**config.mk**
```make
export PLATFORM = sky130hd
export DESIGN_NAME = input_debouncer
export DESIGN_NICKNAME = d
export VERILOG_FILES = /design/src/rtl/input_debouncer_pkg.sv /design/src/rtl/sync_ff_chain.sv /design/src/rtl/input_debouncer.sv
export SDC_FILE = /design/constraint.sdc
export NUM_CORES = 1
export LEC_CHECK = 0
export BUFFER_PORTS_ARGS = -buffer_cell sky130_fd_sc_hd__buf_2
export CAP_MARGIN = 10
export CORE_AREA = 2 2 39 41
export CTS_BUF_LIST = sky130_fd_sc_hd__clkbuf_4 sky130_fd_sc_hd__clkbuf_8 sky130_fd_sc_hd__clkbuf_16
export DETAILED_ROUTE_END_ITERATION = 8
export DIE_AREA = 0 0 41 43
export PLACE_DENSITY = 0.58
export SYNTH_ARGS = -nofsm -noshare
export SYNTH_HDL_FRONTEND = slang
export SYNTH_HIERARCHICAL = 1
export SYNTH_SLANG_ARGS = --single-unit
```
**constraint.sdc**
```tcl
create_clock -name clk -period 1.45 [get_ports clk]
set_clock_uncertainty 0.05 [all_clocks]
set_input_delay 0.29 -clock clk [delete_from_list [all_inputs] [get_ports clk]]
set_output_delay 0.29 -clock clk [all_outputs]
set_load 0.02 [all_outputs]
```
**src/rtl/input_debouncer_pkg.sv**
```systemverilog
// Shared types and sizing helpers for the input debouncer and its users.
package input_debouncer_pkg;

  typedef enum logic [1:0] {
    IDLE_LO = 2'd0,
    WAIT_HI = 2'd1,
    IDLE_HI = 2'd2,
    WAIT_LO = 2'd3
  } debounce_state_t;

  // Counter must hold values up to STABLE_CYCLES inclusive.
  function automatic int cnt_width(input int stable_cycles);
    return $clog2(stable_cycles + 1);
  endfunction

endpackage

```
**src/rtl/sync_ff_chain.sv**
```systemverilog
// Multi-flop synchronizer for bringing an asynchronous level into the clk domain.
module sync_ff_chain #(
  parameter int   SYNC_STAGES = 2,
  parameter logic RESET_LEVEL = 1'b0
) (
  input  logic clk,
  input  logic rst_n,
  input  logic d,
  output logic q
);

  logic [SYNC_STAGES-1:0] sync_q;

  always_ff @(posedge clk or negedge rst_n) begin
    if (!rst_n) begin
      sync_q <= {SYNC_STAGES{RESET_LEVEL}};
    end else begin
      sync_q <= {sync_q[SYNC_STAGES-2:0], d};
    end
  end

  assign q = sync_q[SYNC_STAGES-1];

endmodule

```
**src/rtl/input_debouncer.sv**
```systemverilog
// Debounces a bouncing asynchronous level: synchronizer, stability-counting FSM,
// registered clean level plus single-cycle rise/fall pulses.
module input_debouncer
  import input_debouncer_pkg::*;
#(
  parameter int   STABLE_CYCLES = 16,
  parameter int   SYNC_STAGES   = 2,
  parameter logic RESET_LEVEL   = 1'b0
) (
  input  logic            clk,
  input  logic            rst_n,
  input  logic            raw_in,
  output logic            clean_out,
  output logic            rise_pulse,
  output logic            fall_pulse,
  output logic            busy,
  output debounce_state_t dbg_state
);

  localparam int CNT_W = cnt_width(STABLE_CYCLES);
  localparam logic [CNT_W-1:0] CNT_LAST = CNT_W'(STABLE_CYCLES - 1);
  localparam debounce_state_t RESET_STATE = RESET_LEVEL ? IDLE_HI : IDLE_LO;

  logic            s;
  debounce_state_t state_q, state_d;
  logic [CNT_W-1:0] cnt_q, cnt_d;
  logic            clean_q, clean_d;
  logic            rise_q, rise_d;
  logic            fall_q, fall_d;
  logic            busy_q, busy_d;

  sync_ff_chain #(
    .SYNC_STAGES (SYNC_STAGES),
    .RESET_LEVEL (RESET_LEVEL)
  ) u_sync (
    .clk   (clk),
    .rst_n (rst_n),
    .d     (raw_in),
    .q     (s)
  );

  // Each WAIT state either bounces back to its IDLE or, on the last qualifying
  // edge, flips the clean level and lands in the opposite IDLE.
  always_comb begin
    state_d = state_q;
    cnt_d   = cnt_q;
    clean_d = clean_q;
    rise_d  = 1'b0;
    fall_d  = 1'b0;
    case (state_q)
      IDLE_LO: begin
        if (s) begin
          state_d = WAIT_HI;
          cnt_d   = CNT_W'(1);
        end else begin
          cnt_d = '0;
        end
      end
      WAIT_HI: begin
        if (!s) begin
          state_d = IDLE_LO;
          cnt_d   = '0;
        end else if (cnt_q == CNT_LAST) begin
          state_d = IDLE_HI;
          cnt_d   = '0;
          clean_d = 1'b1;
          rise_d  = 1'b1;
        end else begin
          cnt_d = cnt_q + CNT_W'(1);
        end
      end
      IDLE_HI: begin
        if (!s) begin
          state_d = WAIT_LO;
          cnt_d   = CNT_W'(1);
        end else begin
          cnt_d = '0;
        end
      end
      WAIT_LO: begin
        if (s) begin
          state_d = IDLE_HI;
          cnt_d   = '0;
        end else if (cnt_q == CNT_LAST) begin
          state_d = IDLE_LO;
          cnt_d   = '0;
          clean_d = 1'b0;
          fall_d  = 1'b1;
        end else begin
          cnt_d = cnt_q + CNT_W'(1);
        end
      end
      default: begin
        state_d = RESET_STATE;
        cnt_d   = '0;
        clean_d = RESET_LEVEL;
      end
    endcase
    busy_d = (state_d == WAIT_HI) || (state_d == WAIT_LO);
  end

  always_ff @(posedge clk or negedge rst_n) begin
    if (!rst_n) begin
      state_q <= RESET_STATE;
      cnt_q   <= '0;
      clean_q <= RESET_LEVEL;
      rise_q  <= 1'b0;
      fall_q  <= 1'b0;
      busy_q  <= 1'b0;
    end else begin
      state_q <= state_d;
      cnt_q   <= cnt_d;
      clean_q <= clean_d;
      rise_q  <= rise_d;
      fall_q  <= fall_d;
      busy_q  <= busy_d;
    end
  end

  assign clean_out  = clean_q;
  assign rise_pulse = rise_q;
  assign fall_pulse = fall_q;
  assign busy       = busy_q;
  assign dbg_state  = state_q;

endmodule

```
== After elaboration in Yosys (flattened, before gate mapping) ==
Index checks and enable logic that the tools add are counted.
Word-level totals
  register bits: 13
  bits of input ports: 3
  output and inout port bits: 6
Cells by class
  multiplexer cells: 23
  reductions and logical operators: 4
  equality and inequality tests: 10
  $add $sub $neg: 1
Operator list (count)
  5-bit case mux with 4 select lines: 1
  5-bit two-way mux: 3
  2-bit two-way mux: 6
  1-bit two-way mux: 11
  2-bit case mux with 4 select lines: 1
  2-bit equality test (second input constant): 3
  2-bit != test (second input constant): 3
  5-bit by 1-bit adder with 5-bit output (second input constant): 1
  5-bit by 4-bit equality test with 1-bit output (second input constant): 1
  5-bit AND reduction: 1
  2-bit by 1-bit equality test with 1-bit output (second input constant): 2
  2-bit logical NOT: 1
  2-bit by 1-bit != test with 1-bit output (second input constant): 1
  1-bit case mux with 2 select lines: 1
  2-bit nonzero test: 1
  1-bit logical OR: 1

== Depth between registers and ports, before layout ==
  depth in word-level cells: 6
  depth in mapped cells: 4
  gate-level depth less buffers: 4

== Modules after synthesis ==
The synthesis kept the hierarchy.
By module, submodules not included
  input_debouncer: area each 432.9 sq um, times used 1, sequential area each 250.2 sq um, cells each 37
  sync_ff_chain: area each 50.0 sq um, times used 1, sequential area each 50.0 sq um, cells each 2

== Worst setup path before layout ==
No wires, ideal clock.
  path type: register to register
  from: register cnt_q[0]
  to: register clean_q (netlist: clean_out)
  setup slack: 74 ps
  library setup time: 124 ps
  arrival: 1202 ps
  stages on the path, launching flop included: 5
  cell sequence: dfrtp_1 > ha_1 > nand3_2 > o31a_1 > a211o_1
Between the ends
  cells in the longest elaborated chain, start to end: 3
  elaborated cells between the ends (all ways): 4
Ends and longest elaborated chain
  from (decl): line input_debouncer.sv:26  | logic [CNT_W-1:0] cnt_q, cnt_d;
  from (signal assigned): line input_debouncer.sv:112  | cnt_q <= cnt_d;
  5-bit by 4-bit equality test with 1-bit output (*): line input_debouncer.sv:63, input_debouncer.sv:84
  2-bit != test (no source line)
  5-bit AND reduction (no source line) (*)
  to (signal assigned): line input_debouncer.sv:113  | clean_q <= clean_d;
  to (decl): line input_debouncer.sv:27  | logic clean_q, clean_d;
Every way passes the cells marked *; elsewhere a longest branch is shown, timed or not.
A chain may end at the register's enable or synchronous reset.

== Final worst setup path ==
Same ends and word-level chain as after synthesis.

==> out/metrics.csv <==
metric,value,unit
outcome,finished clean,
routed wire length,706,um
Antenna Cells,0,
Total Negative Setup Slacks,0,ns
Mapped Cells,39,
"most common cell after layout, fill and taps aside",dfrtp_1,
die area,1763,sq um
DP HPWL,505.5,um
Die Y,43,um
Via-to-Cell Ratio,4.594,
Rel. slew slack,83.19,%
drt first pass iters,4,
crit path DAT,1.51,ns
layout cells sized above 1,33.96,%
most frequent cells in the layout,"12 x dfrtp_1, 8 x buf_2",
pin count of the biggest net entering global routing,13,
Num CTS Buffers,3,
latest clock arrival within the worst-skew pair,0.27,ns
vias in the first global route,292,
Max Cap Viol,0,
Worst-Margin Slew,0.2521,ns
grt total ovfl,0,
gpl congestion,0.7047,
Switching Share,24.55,%
initial core utilization,34.90,%
synthesized net count,43,
CP required,1.56,ns
Clock transition at path regs,0.07,ns
Critical Path Start Type,register,
worst vdd ir,0.5477,mV
routed length per instance,10.23,um
Power Internal,0.4973,mW
FP Rows,14,
Pins Over Slew Limit,0,
Final Hold Fails,0,
core box area,1384,sq um
H-Tree Depth,1,
CP max FO,6,
Min-Delay Path Class,in -> reg,
Final setup viols,0,
fin crit period,1.404,ns
Sw Pwr,0.1618,mW
Max clock buf depth,2,
Synth Register Bits,12,
Power per Cell Area,1097,nW/um^2
final worst-path cycle share,96.85,%
I/O pins,9,
crit end category,register,
dpl ws,0.03625,ns
number of distinct library cells after synthesis,20,
TritonCTS clock tree,done,
# DRC,0,
sequential share of the synthesized area,62.18,%
Mapped Avg Cell Area,12.38,sq um
initial antenna violation count,0,
power share of the clock group,28.8,%
combinational share of power,14.3,%
chip width,41,um
wire length of the first global-routing pass,1221,um
Setup CP Type,reg -> reg,
setup ws final,0.04561,ns
sequential share of power,57.0,%
root buffer cell,clkbuf_4,
static leakage,0.2833,nW
Port Buffers,8,
Vias,317,
Post-Syn Area,483.0,sq um
ANT nets after route,0,
Nets,59,
gr usage total,11.05,%
Hold WS,0.08266,ns
fmax,712.1,MHz
Area Overhead vs Synth,24.35,%
Initial DRC Count,8,
yosys warns,6,
clk sinks,12,
[worst max-delay path, cell delays in order, from the launching register on]
cell,delay (ns)
dfrtp_1,0.40
ha_2,0.23
nand3_4,0.12
o31a_1,0.29
a211o_1,0.21
[worst paths after layout]
kind                                            startpoint  slack [ns]  cells past startpoint                         end
worst min register to register  u_sync/sync_q[0]$_DFF_PN0_        0.30                      0  u_sync/sync_q[1]$_DFF_PN0_
min in group asynchronous                            rst_n        0.37                      2        fall_pulse$_DFF_PN0_
worst min-delay path                                raw_in        0.08                      1  u_sync/sync_q[0]$_DFF_PN0_
max in group asynchronous                            rst_n        0.77                      2          cnt_q[0]$_DFF_PN0_
worst max-delay path                    cnt_q[0]$_DFF_PN0_        0.05                      4       clean_out$_DFFE_PN0P_
worst max register to register          cnt_q[0]$_DFF_PN0_        0.05                      4       clean_out$_DFFE_PN0P_
[registers in the layout, summed over array words and instances (netlist names)]
name           count
clean_out          1
rise_pulse         1
cnt_q              5
u_sync/sync_q      2
dbg_state          2
fall_pulse         1
[power groups by stage]
stage               Sequential (mW)  Combinational [mW]  Clock, mW
floorplan                     0.399              0.0384          0
detailed placement            0.382              0.0875          0
global placement              0.381              0.0880          0
global route                  0.378               0.104      0.220
CTS                           0.375              0.0898      0.201
finish                        0.375              0.0940      0.190
[final cells by class]
class                      instances  area, sq um
timing repair buffer              12        72.57
fill                             129        783.3
sequential                        12        300.3
multi-input combinational         24        177.7
tap                               16        20.02
clock buffer                       3        22.52
inverter                           2        7.507
[routing by layer]
metal / global-route usage, % / wire length, um / vias to the layer above
li1: - / - / 162
met2: 14.37 / 322 / 9
met1: 13.01 / 330 / 144
met4: 6.000 / 8 / 0
met3: 7.853 / 46 / 2
met5: 0 / 0 / -
[per-stage QoR]
step | utilization [%] | power, mW | instances | instance area [sq um]
finish | 43.40 | 0.6591 | 69 | 600.6
global route | 43.40 | 0.7026 | 69 | 600.6
CTS | 41.59 | 0.6657 | 67 | 575.6
detailed placement | 39.24 | 0.4692 | 63 | 543.0
global placement | 39.24 | 0.4691 | 63 | 543.0
floorplan | - | 0.4374 | 39 | 483.0
[cell usage after synthesis]
| library cell | count | area share, % |
|---|---|---|
| o21ai_1 | 1 | 1.0 |
| mux2_1 | 1 | 2.3 |
| ha_1 | 1 | 2.6 |
| nand2b_1 | 2 | 2.6 |
| mux2_2 | 1 | 2.3 |
| nor2_1 | 3 | 2.3 |
| nor4_1 | 1 | 1.3 |
| xor2_1 | 1 | 1.8 |
| xnor2_1 | 1 | 1.8 |
| a211o_1 | 1 | 1.8 |
| nand3_2 | 1 | 2.1 |
| and3_1 | 1 | 1.3 |
| nor4b_2 | 1 | 3.1 |
| o31a_1 | 1 | 1.8 |
| a21oi_1 | 2 | 2.1 |
| nand3_1 | 2 | 2.1 |
| buf_4 | 1 | 1.6 |
| inv_1 | 2 | 1.6 |
| nand2_1 | 3 | 2.3 |
| dfrtp_1 | 12 | 62 |
[timing repair]
| item | CTS | global route |
|---|---|---|
| resized for setup | 0 | 2 |
| hold buffers | 1 | 0 |
| setup endpoints to repair | 0 | 2 |
| buffers inserted | 0 | 2 |
| hold endpoints to repair | 12 | 0 |
[kinds of logic after synthesis]
kind of cell,count (synthesis),synth area share [%]
AO/OA/AOI/OAI,5,6.736
XOR/XNOR,2,3.628
adder cells (fa/ha/maj),1,2.590
buffers and inverters,3,3.110
flip-flops,12,62.18
multiplexers,2,4.663
AND/OR/NAND/NOR,14,17.10
No activity file was read; power rests on OpenSTA's default activity.
